File: src/rtl/clk_div_prog.sv
// ---------------------------------------------------------------------------
// clk_div_prog -- programmable, glitch-free integer clock divider.
//
// Produces clk_o = clk_i / div_q with a 50 % duty cycle for even and odd
// ratios (odd ratios use a negedge-delayed copy of the phase to get half-cycle
// resolution). Ratio changes and enable/disable only take effect at the end of
// an output period, so clk_o never produces a runt pulse. Every gate/mux on
// the clock path is a tc_clk_mux2 / tc_clk_buf cell.
//
// Ports:
//   clk_i        source clock (only clock of the block)
//   rst_ni       asynchronous active-low reset
//   en_i         output enable; 0 parks clk_o low after the current period
//   div_i        requested divisor (0 is treated as 1)
//   div_valid_i  divisor request valid (requester holds it until accepted)
//   div_ready_o  request can be accepted (no divisor pending)
//   period_o     one-cycle strobe in the first source cycle of each period
//   clk_o        divided clock
//
// en_i is also looked at on the falling edge of clk_i (to gate the bypass
// path), so it must be settled within the first half of the source cycle.
// ---------------------------------------------------------------------------

// Behavioural models of the technology clock cells. The library versions
// replace these at implementation time.
module tc_clk_mux2 (
    input  logic clk0_i,
    input  logic clk1_i,
    input  logic clk_sel_i,
    output logic clk_o
);
    assign clk_o = clk_sel_i ? clk1_i : clk0_i;
endmodule

module tc_clk_buf (
    input  logic clk_i,
    output logic clk_o
);
    assign clk_o = clk_i;
endmodule

module clk_div_prog #(
    parameter int unsigned DIV_WIDTH   = 8,
    parameter int unsigned DEFAULT_DIV = 4
) (
    input  logic                 clk_i,
    input  logic                 rst_ni,
    input  logic                 en_i,
    input  logic [DIV_WIDTH-1:0] div_i,
    input  logic                 div_valid_i,
    output logic                 div_ready_o,
    output logic                 period_o,
    output logic                 clk_o
);
    localparam logic [DIV_WIDTH-1:0] DIV_RESET = DIV_WIDTH'(DEFAULT_DIV);
    localparam logic [DIV_WIDTH-1:0] DIV_ONE   = DIV_WIDTH'(1);
    localparam logic [DIV_WIDTH:0]   ONE_W     = (DIV_WIDTH+1)'(1);

    // Posedge state
    logic [DIV_WIDTH-1:0] cnt_q, cnt_d;
    logic [DIV_WIDTH-1:0] div_q, div_d;
    logic [DIV_WIDTH-1:0] div_pend_q, div_pend_d;
    logic                 pend_v_q, pend_v_d;
    logic                 gate_q, gate_d;
    logic                 clk_a_q, clk_a_d;

    // Negedge state (clock-path selects and the delayed phase)
    logic                 clk_b_q;
    logic                 odd_sel_q;
    logic                 byp_sel_q;
    logic                 byp_gate_q;

    logic                 boundary;
    logic                 accept;
    logic [DIV_WIDTH:0]   half_hi;

    // Clock-path nets
    logic                 clk_ab;
    logic                 clk_div;
    logic                 clk_byp;
    logic                 clk_mux;

    assign div_ready_o = !pend_v_q;
    assign period_o    = gate_q && (cnt_q == '0);

    always_comb begin
        // While gated off every cycle is a boundary, so cnt stays at 0 and a
        // re-enable starts a fresh period immediately.
        boundary   = !gate_q || (cnt_q == div_q - DIV_ONE);
        accept     = div_valid_i && !pend_v_q;

        cnt_d      = cnt_q + DIV_ONE;
        div_d      = div_q;
        div_pend_d = div_pend_q;
        pend_v_d   = pend_v_q;
        gate_d     = gate_q;

        if (boundary) begin
            cnt_d  = '0;
            gate_d = en_i;
            if (pend_v_q) begin
                div_d    = div_pend_q;
                pend_v_d = 1'b0;
            end
        end

        // Accept and apply are mutually exclusive (accept needs !pend_v,
        // apply needs pend_v), so a request arriving on a boundary is only
        // captured and applies at the following boundary.
        if (accept) begin
            pend_v_d   = 1'b1;
            div_pend_d = (div_i == '0) ? DIV_ONE : div_i;
        end

        // High for ceil(div/2) source cycles; the odd case is trimmed by half
        // a cycle by ANDing with the negedge copy. In bypass the phase is
        // held low so the divided path is quiet while the mux points at clk_i.
        half_hi = ({1'b0, div_d} + ONE_W) >> 1;
        clk_a_d = gate_d && (div_d != DIV_ONE) && ({1'b0, cnt_d} < half_hi);
    end

    always_ff @(posedge clk_i or negedge rst_ni) begin
        if (!rst_ni) begin
            cnt_q      <= '0;
            div_q      <= DIV_RESET;
            div_pend_q <= '0;
            pend_v_q   <= 1'b0;
            gate_q     <= 1'b0;
            clk_a_q    <= 1'b0;
        end else begin
            cnt_q      <= cnt_d;
            div_q      <= div_d;
            div_pend_q <= div_pend_d;
            pend_v_q   <= pend_v_d;
            gate_q     <= gate_d;
            clk_a_q    <= clk_a_d;
        end
    end

    // The selects are loaded on the falling edge that precedes the boundary
    // posedge, using the next-state values. At that instant clk_i is low and
    // clk_a is low (end of the low phase, or gated), so every mux changes
    // select only while both of its data inputs are low.
    always_ff @(negedge clk_i or negedge rst_ni) begin
        if (!rst_ni) begin
            clk_b_q    <= 1'b0;
            odd_sel_q  <= 1'b0;
            byp_sel_q  <= 1'b0;
            byp_gate_q <= 1'b0;
        end else begin
            clk_b_q    <= clk_a_q;
            if (boundary) begin
                odd_sel_q <= div_d[0];
            end
            byp_sel_q  <= (div_d == DIV_ONE);
            byp_gate_q <= gate_d && (div_d == DIV_ONE);
        end
    end

    // clk_a & clk_b
    tc_clk_mux2 u_mux_and (
        .clk0_i    (1'b0),
        .clk1_i    (clk_b_q),
        .clk_sel_i (clk_a_q),
        .clk_o     (clk_ab)
    );

    // even ratio: clk_a, odd ratio: clk_a & clk_b
    tc_clk_mux2 u_mux_odd (
        .clk0_i    (clk_a_q),
        .clk1_i    (clk_ab),
        .clk_sel_i (odd_sel_q),
        .clk_o     (clk_div)
    );

    // gated clk_i for the divide-by-1 path
    tc_clk_mux2 u_mux_gate (
        .clk0_i    (1'b0),
        .clk1_i    (clk_i),
        .clk_sel_i (byp_gate_q),
        .clk_o     (clk_byp)
    );

    // divided path vs bypass
    tc_clk_mux2 u_mux_byp (
        .clk0_i    (clk_div),
        .clk1_i    (clk_byp),
        .clk_sel_i (byp_sel_q),
        .clk_o     (clk_mux)
    );

    tc_clk_buf u_buf_out (
        .clk_i (clk_mux),
        .clk_o (clk_o)
    );
endmodule

File: config.mk
export PLATFORM = sky130hd
export DESIGN_NAME = clk_div_prog
export DESIGN_NICKNAME = d
export VERILOG_FILES = /design/src/rtl/clk_div_prog.sv
export SDC_FILE = /design/constraint.sdc
export NUM_CORES = 1
export LEC_CHECK = 0
export BUFFER_PORTS_ARGS = -buffer_cell sky130_fd_sc_hd__buf_2
export CAP_MARGIN = 25
export CORE_MARGIN = 2
export CORE_UTILIZATION = 54
export DETAILED_ROUTE_END_ITERATION = 12
export HOLD_SLACK_MARGIN = 0.1
export PLACE_DENSITY = 0.79
export SKIP_LAST_GASP = 1
export SLEW_MARGIN = 25
export SYNTH_ARGS = -nofsm -noshare
export SYNTH_HDL_FRONTEND = slang
export SYNTH_SLANG_ARGS = --single-unit
export TNS_END_PERCENT = 20
File: constraint.sdc
create_clock -name clk_i -period 4.15 [get_ports clk_i]
set_input_delay 0.6225 -clock clk_i [delete_from_list [all_inputs] [get_ports clk_i]]
set_output_delay 0.6225 -clock clk_i [all_outputs]
set_load 0.1 [all_outputs]
# --- Word-level counts from Yosys, hierarchy flattened ---
# Index checks and enable logic that the tools add are counted.
word_totals:
  wordCells: 39
  inputBits: 12
  out_inout_bits: 3
  register_bits: 31
classes:
  muxes: 11
  addsub: 3
  n_eq_ne: 3
  n_reduce_logical: 11
  n_lt_le_gt_ge: 1
op_table:
  columns: ["cell", "count"]
  rows:
  - ["two-way mux 8 bit", 4]
  - ["zero test 8 bit", 2]
  - ["adder 8 x 1 -> 9 bit (second input constant)", 1]
  - ["adder 8 x 1 -> 8 bit (second input constant)", 1]
  - ["== test 8 x 1 -> 1 bit (second input constant)", 1]
  - ["== test 8 bit", 1]
  - ["less-than comparator 8 bit", 1]
  - ["!= test 8 x 1 -> 1 bit (second input constant)", 1]
  - ["subtractor 8 x 1 -> 8 bit (second input constant)", 1]
  - ["two-way mux 1 bit", 7]
  - ["logical AND 1 bit", 5]
  - ["zero test 1 bit", 2]
  - ["nonzero test 2 bit", 1]
  - ["logical OR 1 bit", 1]

# --- Longest topological paths before layout ---
logic_depth:
  ltp_word: 7
  ltp_mapped: 21
  ltp_nobuf: 19

# --- Cells and area by module ---
# Synthesis repeated with hierarchy kept, for this count alone.
unflattened:
  cells_unflattened: 218
  hier_area_um2: 2225.9
by_module_without_submodules:
  columns: ["module", "instances", "cells_per_inst", "seq_area_each_um2", "area_per_inst_um2"]
  rows:
  - ["clk_div_prog", 1, 213, 777.0, 2158.3]
  - ["tc_clk_mux2", 4, 1, 0.0, 15.0]
  - ["tc_clk_buf", 1, 1, 0.0, 7.5]

==> flow_summary.yaml <==
status:
  status: "finished with violations"
  violations: "setup timing"
cells_and_area:
  drive_gt1_frac: 0.327
  fin_nets: 283
  seq_area_sq_um: 777
  diodes: 0
  fin_cells: 308
  multiInputGateArea_sq_mm: 0.00121
  fillers: 270
  area_delta_synth_final_pct: 25.2
route:
  via_per_inst: 5.45
  drt_iter0_markers: 72
  drc_errors: 0
  routed_wl_mm: 4.78
  first_pass_iters: 4
  routed-via-count: 1680
  drtAntennaViolNets: 0
  wl_per_cell_microns: 15.5
sta:
  skew_ns: 0.0221
  timing.final.ws_setup_ns: -0.678
  worst_pin_slew_ns: 0.753
  finalSetupViolations: 3
  relSlewSlack: 0.497
  rsz0062_at_grt: "true"
  fin_setup_tns_ns: -1.24
  finalHoldViolCount: 0
  drv_slew: 0
grt:
  grt_max_degree: 19
  grt-ovfl-total: 0
  grt_use_total: 0.257
  antenna_found_initial: 0
  grt_pass1_wl_mm: 7.69
  grt_pass1_vias: 1690
floorplanning:
  initial_core_util: 0.559
  die_h_microns: 65.3
  ios: 15
  die_x_microns: 65.3
  die_area_sq_mm: 0.00427
  core-area_sq_mm: 0.00363
  row_count: 22
placement:
  post-place-cells: 293
  io_buffer_count: 14
  gp_congestion: 0.870
  hpwl_mm: 3.50
  dpl_worst_slack_ns: -0.797
clock_tree:
  cts_tree: "done"
  cts_hold_buf: 0
  path_clk_slew_ns: 0.06
  clock_latency_ns: 0.41
worst_setup_path:
  criticalPathCategory: "reg2reg"
  worstSetupStartpointType: "register"
  crit_buf_inv: 0
  crit_required_ns: 2.33
  crit_family: "compound AO/OA/AOI/OAI gates"
  cp_cell_sequence: "or3_4, a2111oi_4, nor2_2, a2111oi_4, o21ai_2, mux2_4, ha_4, nand4b_1, mux2i_2, nor2b_1"
  critPathMaxStageDelay_ns: 0.40
  arrival_ns: 3.01
  crit_slowest_cell: "or3_4"
  crit_top_cell: "a2111oi_4"
  cp_max_fo: 3
  worstSetupEndpointType: "register"
logic_synthesis:
  syn_nets: 237
  synth-seq-area-share: 0.382
  syn_area_sq_mm: 0.00203
  syn_area_per_cell_sq_um: 9.54
  synth.distinct_cells: 40
  async_flop_share: 1.00
  synth_cells: 213
  synth-edff-count: 0
  ys_ff_latch: 31
  ys_warn_count: 0
  synth_ff_type: "dfrtp_1"
hold_path:
  worstHoldPathType: "in2async"
power_and_ir_drop:
  leakage_nw: 1.19
  power_uw: 673
  ir_drop_mv: 0.235
  p_per_area_mw_per_mm2: 265
run:
  cap_violations: 0
==> cell usage in the layout, fill, tap and decap left out, types with 10 or more instances in the layout <==
cell      synthesis  final
nor2_1           26     25
dfrtp_1          26     26
buf_2             2     14
clkbuf_8          0     10
nand3_1          15     15
mux2_2           13     12
buf_4             1     32
ha_1             12     10
xor2_1           16     16
inv_1            10     10
==> sequential cells by signal (all words and copies together), names as in the netlist <==
name and count:
div_q 8, gate_q 1, byp_gate_q 1, pend_v_q 1, cnt_q 8, clk_b_q 1
div_pend_q 8, byp_sel_q 1, clk_a_q 1, odd_sel_q 1
==> what timing repair did <==
action / 4_1_cts / 5_1_grt
setup endpoints to repair: 4 / 7
gates resized for setup: 4 / 3
pin swaps: 2 / 3
buffers inserted: 2 / 2
==> per-stage QoR <==
step	hold WS [ns]	cell area (sq um)	util
after global placement	0.471	2340	0.644
final	0.136	2540	0.700
after floorplan	0.327	2060	-
after CTS	0.140	2520	0.694
after detailed placement	0.477	2340	0.644
after global routing	0.161	2540	0.700
==> area by class of cell <==
class | count | area share
Tap cell | 48 | 0.0236
Clock buffer | 12 | 0.0575
Multi-Input combinational cell | 161 | 0.474
Inverter | 10 | 0.0147
Sequential cell | 31 | 0.305
Timing Repair Buffer | 46 | 0.124
==> power by group <==
| part | internal, mW | switching (mW) | leakage (nW) |
|---|---|---|---|
| sequential | 0.307 | 0.00629 | 0.395 |
| clock | 0.213 | 0.126 | 0.0816 |
| combinational | 0.00987 | 0.0110 | 0.713 |
| total | 0.530 | 0.144 | 1.19 |
==> per-layer routing <==
layer,share of wire,vias up,track usage
li1,-,822,-
met3,0.036,17,0.0839
met5,0,-,0
met2,0.50,42,0.411
met1,0.43,799,0.287
met4,0.038,0,0.182
==> synthesized netlist by cell type (2+ instances only) <==
master,instances,share of area
a2111oi_2,2,0.015
a21oi_1,9,0.022
and3_1,5,0.015
buf_2,2,0.0049
clkbuf_1,6,0.011
dfrtn_1,4,0.049
dfrtp_1,26,0.32
ha_1,12,0.074
inv_1,10,0.018
mux2_2,13,0.072
mux2i_1,3,0.015
nand2_1,9,0.017
nand2b_1,5,0.015
nand3_1,15,0.037
nand3b_1,3,0.011
nand4_1,3,0.0092
nor2_1,26,0.048
nor2b_1,4,0.012
nor3_1,4,0.0099
nor4_1,3,0.0092
o21ai_0,5,0.012
o21ai_1,2,0.0049
or2_2,2,0.0062
xnor2_1,9,0.039
xor2_1,16,0.069
==> worst register-to-register path: stages (launching register included) <==
cell and delay (ns):
dfstp_2 0.38, or3_4 0.40, a2111oi_4 0.33, nor2_2 0.08, a2111oi_4 0.38, o21ai_2 0.16, mux2_4 0.34, ha_4 0.17
nand4b_1 0.12, mux2i_2 0.11, nor2b_1 0.14
==> final timing paths <==
kind | start | endpoint | slack (ns) | cells past startpoint
setup reg to reg | div_q[2]$_DFF_PN1_ | byp_gate_q$_DFF_NN0_ | -0.68 | 10
setup / recovery | div_q[2]$_DFF_PN1_ | byp_gate_q$_DFF_NN0_ | -0.68 | 10
min in group clk_i | div_i[1] | div_pend_q[1]$_DFFE_PN0P_ | 0.48 | 2
hold / removal | rst_ni | div_q[1]$_DFF_PN0_ | 0.14 | 1
max in group asynchronous | rst_ni | byp_gate_q$_DFF_NN0_ | 1.78 | 1
hold reg to reg | odd_sel_q$_DFFE_NN0N_ | odd_sel_q$_DFFE_NN0N_ | 0.48 | 2
==> cell families after synthesis <==
group,Yosys count,synth area share
buffers and inverters,21,0.0462
adder cells (fa/ha/maj),12,0.0739
AO/OA/AOI/OAI,24,0.0881
XOR/XNOR,25,0.108
flip-flops,31,0.382
AND/OR/NAND/NOR,83,0.208
multiplexers,17,0.0942
(Power assumes the default switching activity.)
